### src/rtl/fft_butterfly_pipe.sv
// Pipelined radix-2 DIT butterfly: y0 = a + w*b, y1 = a - w*b over three register stages.
// Products are rounded or truncated, outputs can be scaled by 1/2, and results saturate.
module fft_butterfly_pipe #(
  parameter int unsigned WIDTH = 16,
  parameter int unsigned ROUND = 1
) (
  input  logic               clk,
  input  logic               reset,
  input  logic               scale,
  input  logic               in_valid,
  output logic               in_ready,
  input  logic [2*WIDTH-1:0] a,
  input  logic [2*WIDTH-1:0] b,
  input  logic [2*WIDTH-1:0] w,
  output logic               out_valid,
  input  logic               out_ready,
  output logic [2*WIDTH-1:0] y0,
  output logic [2*WIDTH-1:0] y1,
  output logic               ovf,
  output logic               ovf_sticky,
  input  logic               clr_ovf
);
  localparam int unsigned CW = 2 * WIDTH;
  localparam int unsigned PW = 2 * WIDTH + 1;
  localparam int unsigned RW = WIDTH + 2;
  localparam int unsigned SW = WIDTH + 3;

  localparam logic signed [PW-1:0] P_RND   = PW'((ROUND != 0) ? (64'd1 << (WIDTH - 2)) : 64'd0);
  localparam logic signed [SW-1:0] S_RND   = SW'((ROUND != 0) ? 1 : 0);
  localparam logic signed [SW-1:0] SAT_MAX = SW'((64'd1 << (WIDTH - 1)) - 64'd1);
  localparam logic signed [SW-1:0] SAT_MIN = ~SAT_MAX;

  logic                 en;
  logic                 v1, v2;
  logic                 sc1, sc2;
  logic [CW-1:0]        a1, b1, w1, a2;
  logic signed [RW-1:0] pr2, pi2;

  logic signed [PW-1:0] br, bi, wr, wi, pr_full, pi_full;
  logic signed [RW-1:0] pr_red, pi_red;

  logic signed [SW-1:0] ar, ai, pr3, pi3;
  logic [WIDTH:0]       r0, i0, r1, i1;
  logic                 any_sat;

  // Whole pipe advances together; a full output register stalls everything behind it.
  assign en       = !out_valid || out_ready;
  assign in_ready = en;

  always_ff @(posedge clk) begin
    if (!reset) begin
      v1 <= 1'b0;
      v2 <= 1'b0;
    end else if (en) begin
      v1 <= in_valid;
      v2 <= v1;
    end
  end

  always_ff @(posedge clk) begin
    if (en) begin
      a1  <= a;
      b1  <= b;
      w1  <= w;
      sc1 <= scale;
      a2  <= a1;
      sc2 <= sc1;
      pr2 <= pr_red;
      pi2 <= pi_red;
    end
  end

  // Full-precision complex product, then one reduction back to Q2.(WIDTH-1)-ish range.
  always_comb begin
    br      = PW'($signed(b1[CW-1:WIDTH]));
    bi      = PW'($signed(b1[WIDTH-1:0]));
    wr      = PW'($signed(w1[CW-1:WIDTH]));
    wi      = PW'($signed(w1[WIDTH-1:0]));
    pr_full = br * wr - bi * wi;
    pi_full = br * wi + bi * wr;
    pr_red  = RW'((pr_full + P_RND) >>> (WIDTH - 1));
    pi_red  = RW'((pi_full + P_RND) >>> (WIDTH - 1));
  end

  // Optional halving, then clamp to WIDTH bits; MSB of the result flags saturation.
  function automatic logic [WIDTH:0] trim(input logic signed [SW-1:0] s, input logic half);
    logic signed [SW-1:0] t;
    t = half ? ((s + S_RND) >>> 1) : s;
    if (t > SAT_MAX)      trim = {1'b1, SAT_MAX[WIDTH-1:0]};
    else if (t < SAT_MIN) trim = {1'b1, SAT_MIN[WIDTH-1:0]};
    else                  trim = {1'b0, t[WIDTH-1:0]};
  endfunction

  always_comb begin
    ar      = SW'($signed(a2[CW-1:WIDTH]));
    ai      = SW'($signed(a2[WIDTH-1:0]));
    pr3     = SW'(pr2);
    pi3     = SW'(pi2);
    r0      = trim(ar + pr3, sc2);
    i0      = trim(ai + pi3, sc2);
    r1      = trim(ar - pr3, sc2);
    i1      = trim(ai - pi3, sc2);
    any_sat = r0[WIDTH] | i0[WIDTH] | r1[WIDTH] | i1[WIDTH];
  end

  always_ff @(posedge clk) begin
    if (!reset) begin
      out_valid <= 1'b0;
      y0        <= '0;
      y1        <= '0;
      ovf       <= 1'b0;
    end else if (en) begin
      out_valid <= v2;
      y0        <= {r0[WIDTH-1:0], i0[WIDTH-1:0]};
      y1        <= {r1[WIDTH-1:0], i1[WIDTH-1:0]};
      ovf       <= v2 && any_sat;
    end
  end

  // A new saturation event takes priority over a simultaneous clear.
  always_ff @(posedge clk) begin
    if (!reset) begin
      ovf_sticky <= 1'b0;
    end else if (en && v2 && any_sat) begin
      ovf_sticky <= 1'b1;
    end else if (clr_ovf) begin
      ovf_sticky <= 1'b0;
    end
  end

endmodule
### config.mk
export PLATFORM = sky130hd
export DESIGN_NAME = fft_butterfly_pipe
export DESIGN_NICKNAME = d
export VERILOG_FILES = /design/src/rtl/fft_butterfly_pipe.sv
export SDC_FILE = /design/constraint.sdc
export NUM_CORES = 2
export LEC_CHECK = 0
export BUFFER_PORTS_ARGS = -buffer_cell sky130_fd_sc_hd__buf_4
export CORE_ASPECT_RATIO = 1.1
export CORE_UTILIZATION = 25
export CTS_BUF_LIST = sky130_fd_sc_hd__clkbuf_4 sky130_fd_sc_hd__clkbuf_8
export CTS_CLUSTER_DIAMETER = 150
export CTS_CLUSTER_SIZE = 20
export DETAILED_ROUTE_END_ITERATION = 8
export PLACE_DENSITY_LB_ADDON = 0.08
export SKIP_LAST_GASP = 1
export SYNTH_ARGS = -nofsm -noshare
export SYNTH_HDL_FRONTEND = slang
export SYNTH_SLANG_ARGS = --single-unit
### constraint.sdc
create_clock -name clk -period 17 [get_ports clk]
set_input_delay 1.7 -clock clk [delete_from_list [all_inputs] [get_ports clk]]
set_output_delay 1.7 -clock clk [all_outputs]
set_load 0.02 [all_outputs]
==> results.py <==
metrics = {
    "global_route": {
        "gr-usage-all-layers": 0.165,
        "grt_antenna_before_repair": 15,
        "grt_max_degree": 68,
        "grt_pass1_vias": 42000,
        "grt_pass1_wl_um": 268000,
        "gr-total-overflow": 0,
    },
    "synth": {
        "synthCells": 5644,
        "syn_area_um2": 53800,
        "synth_edf_count": 166,
        "synth_ff_type": "edfxtp_1",
        "async_flop_share": 0,
        "synth_cell_types": 93,
        "ys_ff_latch": 235,
        "ys_seq_area_frac": 0.118,
        "avgSynthCellArea_um2": 9.53,
        "yosys_warnings": 0,
        "synthesis.nets": 7298,
    },
    "timing": {
        "hold_violations": 0,
        "rsz0062_at_grt": "no",
        "worst_pin_slew_ns": 1.14,
        "skew_ns": 0.0498,
        "slew_violations": 0,
        "setup_tns_ns": 0,
        "finalWorstSetupSlack_ns": 7.30,
        "hold-worst-slack_ns": 0.434,
        "fin_crit_ns": 9.70,
        "setup_viol": 0,
        "fmax_ghz": 0.103,
        "relSlewSlack": 0.217,
        "fin_crit_sh": 0.570,
    },
    "finish": {
        "area_growth_pct": 9.01,
        "drive_above_1_share": 0.0616,
        "final_cell_mix": "inv_1, fa_1, nand2_1",
        "layout_commonest_cell": "inv_1",
        "fin_area_um2": 58700,
        "fin_nets": 7310,
        "n_fill_cell": 22900,
    },
    "drt": {
        "firstDrtPassIters": 5,
        "drc": 0,
        "postRouteWirelength_um": 175000,
        "vias_per_cell": 4.41,
        "postRouteAntennaNets": 0,
        "first_iter_violations": 1539,
        "vias": 37300,
        "drt-wirelength-per-cell_um": 20.6,
    },
    "setup_path": {
        "r2r-start": "b1[15]",
        "crit_path_top_delay_cell": "edfxtp_1",
        "cp_max_fo": 17,
        "slowest_delay_ns": 0.87,
        "ff2ff_setup_slack_ns": 7.30,
        "cp_common_cell": "fa_1",
        "worstPathRequired_ns": 17.49,
        "worstSetupEndpointType": "flop",
        "arrival_ns": 10.19,
        "cp-start-kind": "flop",
        "critPathTopFamily": "adder cells",
        "critical_path_class": "reg2reg",
        "cp_num_buf_inv": 7,
        "reg2reg_to": "pr2[17]",
        "r2r_cells": 29,
    },
    "floorplan": {
        "start_util": 0.252,
        "io_pins": 170,
        "die_h_um": 489,
        "die_area_um2": 217000,
        "die_w_um": 444,
        "num_rows": 178,
        "coreArea_um2": 214000,
    },
    "place": {
        "dp_slack_ns": 7.19,
        "placedInstanceArea_um2": 58200,
        "port_buffers": 169,
        "gp_congestion": 0.785,
        "dp_hpwl_um": 138000,
    },
    "hold_path": {
        "holdPathEnd": "a2[16]",
        "hold_class": "reg2reg",
        "min_from": "a1[16]",
        "hold_depth": 0,
    },
    "cts": {
        "clock_latency_ns": 0.77,
        "hold_buffers": 0,
        "postCtsSetupRepairBufs": 0,
        "cts_tree": "yes",
        "h-tree-depth": 1,
        "clockBufferDepth": 3,
        "cts.sinks": 235,
        "root_buffer": "clkbuf_8",
        "cts_resized": 0,
        "clkTransAtPathRegs_ns": 0.12,
        "cts_inserted_buffers": 20,
    },
    "job": {
        "cap_violations": 0,
    },
    "outcome": {
        "outcome": "finished clean",
    },
}
==> worst register-to-register path, delay by kind of cell (launching register included) <==
kind            cells  cell delay [ns]
fa+ha+maj           9             4.08
simple gates        4             0.74
compound gates      8             2.38
flops               1             0.87
xor+xnor            1             0.08
buf+inv             7             1.31
==> metrics by stage <==
| stage | util | instances |
|---|---|---|
| floorplan | - | 5644 |
| global placement | 0.272 | 8424 |
| detailed placement | 0.272 | 8424 |
| CTS | 0.274 | 8460 |
| global route | 0.274 | 8461 |
| finish | 0.274 | 8468 |
==> cell type report <==
cell class                 instances  area, µm²  area share
inverter                        1321       4970      0.0847
timing repair buffer             252       1890      0.0323
multi-input combinational       3826      41500       0.707
antenna                            8       20.0    0.000341
clock inverter                     9        118     0.00201
sequential                       235       6370       0.109
clock buffer                      27        340     0.00580
tap                             2790       3490      0.0595
==> how the worst max path moves through the flow <==
stage,startpoint,end,slack (ns),cells after the start
2_1_floorplan,out_ready,in_ready,8.09,5
3_3_place_gp,b1[15],pr2[17],7.30,29
3_5_place_dp,b1[15],pr2[17],7.19,29
4_1_cts,b1[15],pr2[17],7.18,29
5_1_grt,b1[15],pr2[17],6.67,29
6_report,b1[15],pr2[17],7.30,29
==> state kept, by name (all words and copies together), names as in the netlist <==
register    cells
y1             32
a1             32
w1             32
v1              1
y0             32
sc2             1
b1             32
ovf_sticky      1
a2             32
pi2            18
v2              1
ovf             1
out_valid       1
pr2            18
sc1             1
==> per-layer routing <==
layer / track usage / wire length (µm) / part of all wire / vias to the layer above
li1: - / - / - / 17200
met1: 0.209 / 75100 / 0.43 / 19600
met4: 0.0317 / 3530 / 0.020 / 4
met3: 0.0169 / 5320 / 0.030 / 110
met5: 0 / 27 / 0.00015 / -
met2: 0.303 / 90600 / 0.52 / 507
==> cell families (layout without fill, tap and decap cells) <==
| group | count (synthesis) | in the layout | share of synthesized area |
|---|---|---|---|
| fa+ha+maj | 1552 | 1552 | 0.525 |
| compound gates | 514 | 514 | 0.0674 |
| buf+inv | 1583 | 1609 | 0.111 |
| other cells | 0 | 8 | 0 |
| mux | 21 | 21 | 0.00405 |
| simple gates | 1607 | 1607 | 0.152 |
| xor+xnor | 132 | 132 | 0.0215 |
| flops | 235 | 235 | 0.118 |
==> cells in the mapped netlist, types with 7 or more instances <==
cell,count,area (µm²)
edfxtp_1,166,4980
a31oi_1,16,100
or3_1,15,93.8
nor2_1,188,706
and4_1,7,61.3
a2111oi_0,13,114
dfxtp_1,69,1380
nor3b_1,9,67.6
fa_1,1177,23600
nand4_1,20,125
xnor2_1,111,972
clkbuf_1,235,882
or2_2,10,62.6
o21a_1,14,105
nand2_1,569,2140
mux2i_1,15,150
or4_1,10,75.1
o211ai_1,28,210
buf_2,13,65.1
nor4_1,12,75.1
inv_1,1316,4940
a211oi_1,22,165
and3_1,22,138
o221a_2,14,158
o21ai_0,89,445
a21o_1,24,180
nor2b_1,56,350
o31ai_1,18,135
nand3_1,37,185
ha_1,375,4690
o21ai_1,7,35.0
and2_1,516,3230
o22ai_1,24,150
nor3_1,66,330
nand3b_1,7,52.6
nand2b_1,41,257
xor2_1,21,184
o2111ai_1,9,78.8
buf_1,8,30.0
a211o_1,16,140
a311oi_1,10,87.6
a21oi_1,120,601
Power is left out: the tool's default activity adds up to more than one toggle a clock period on the data nets, which glitch-free logic cannot reach.
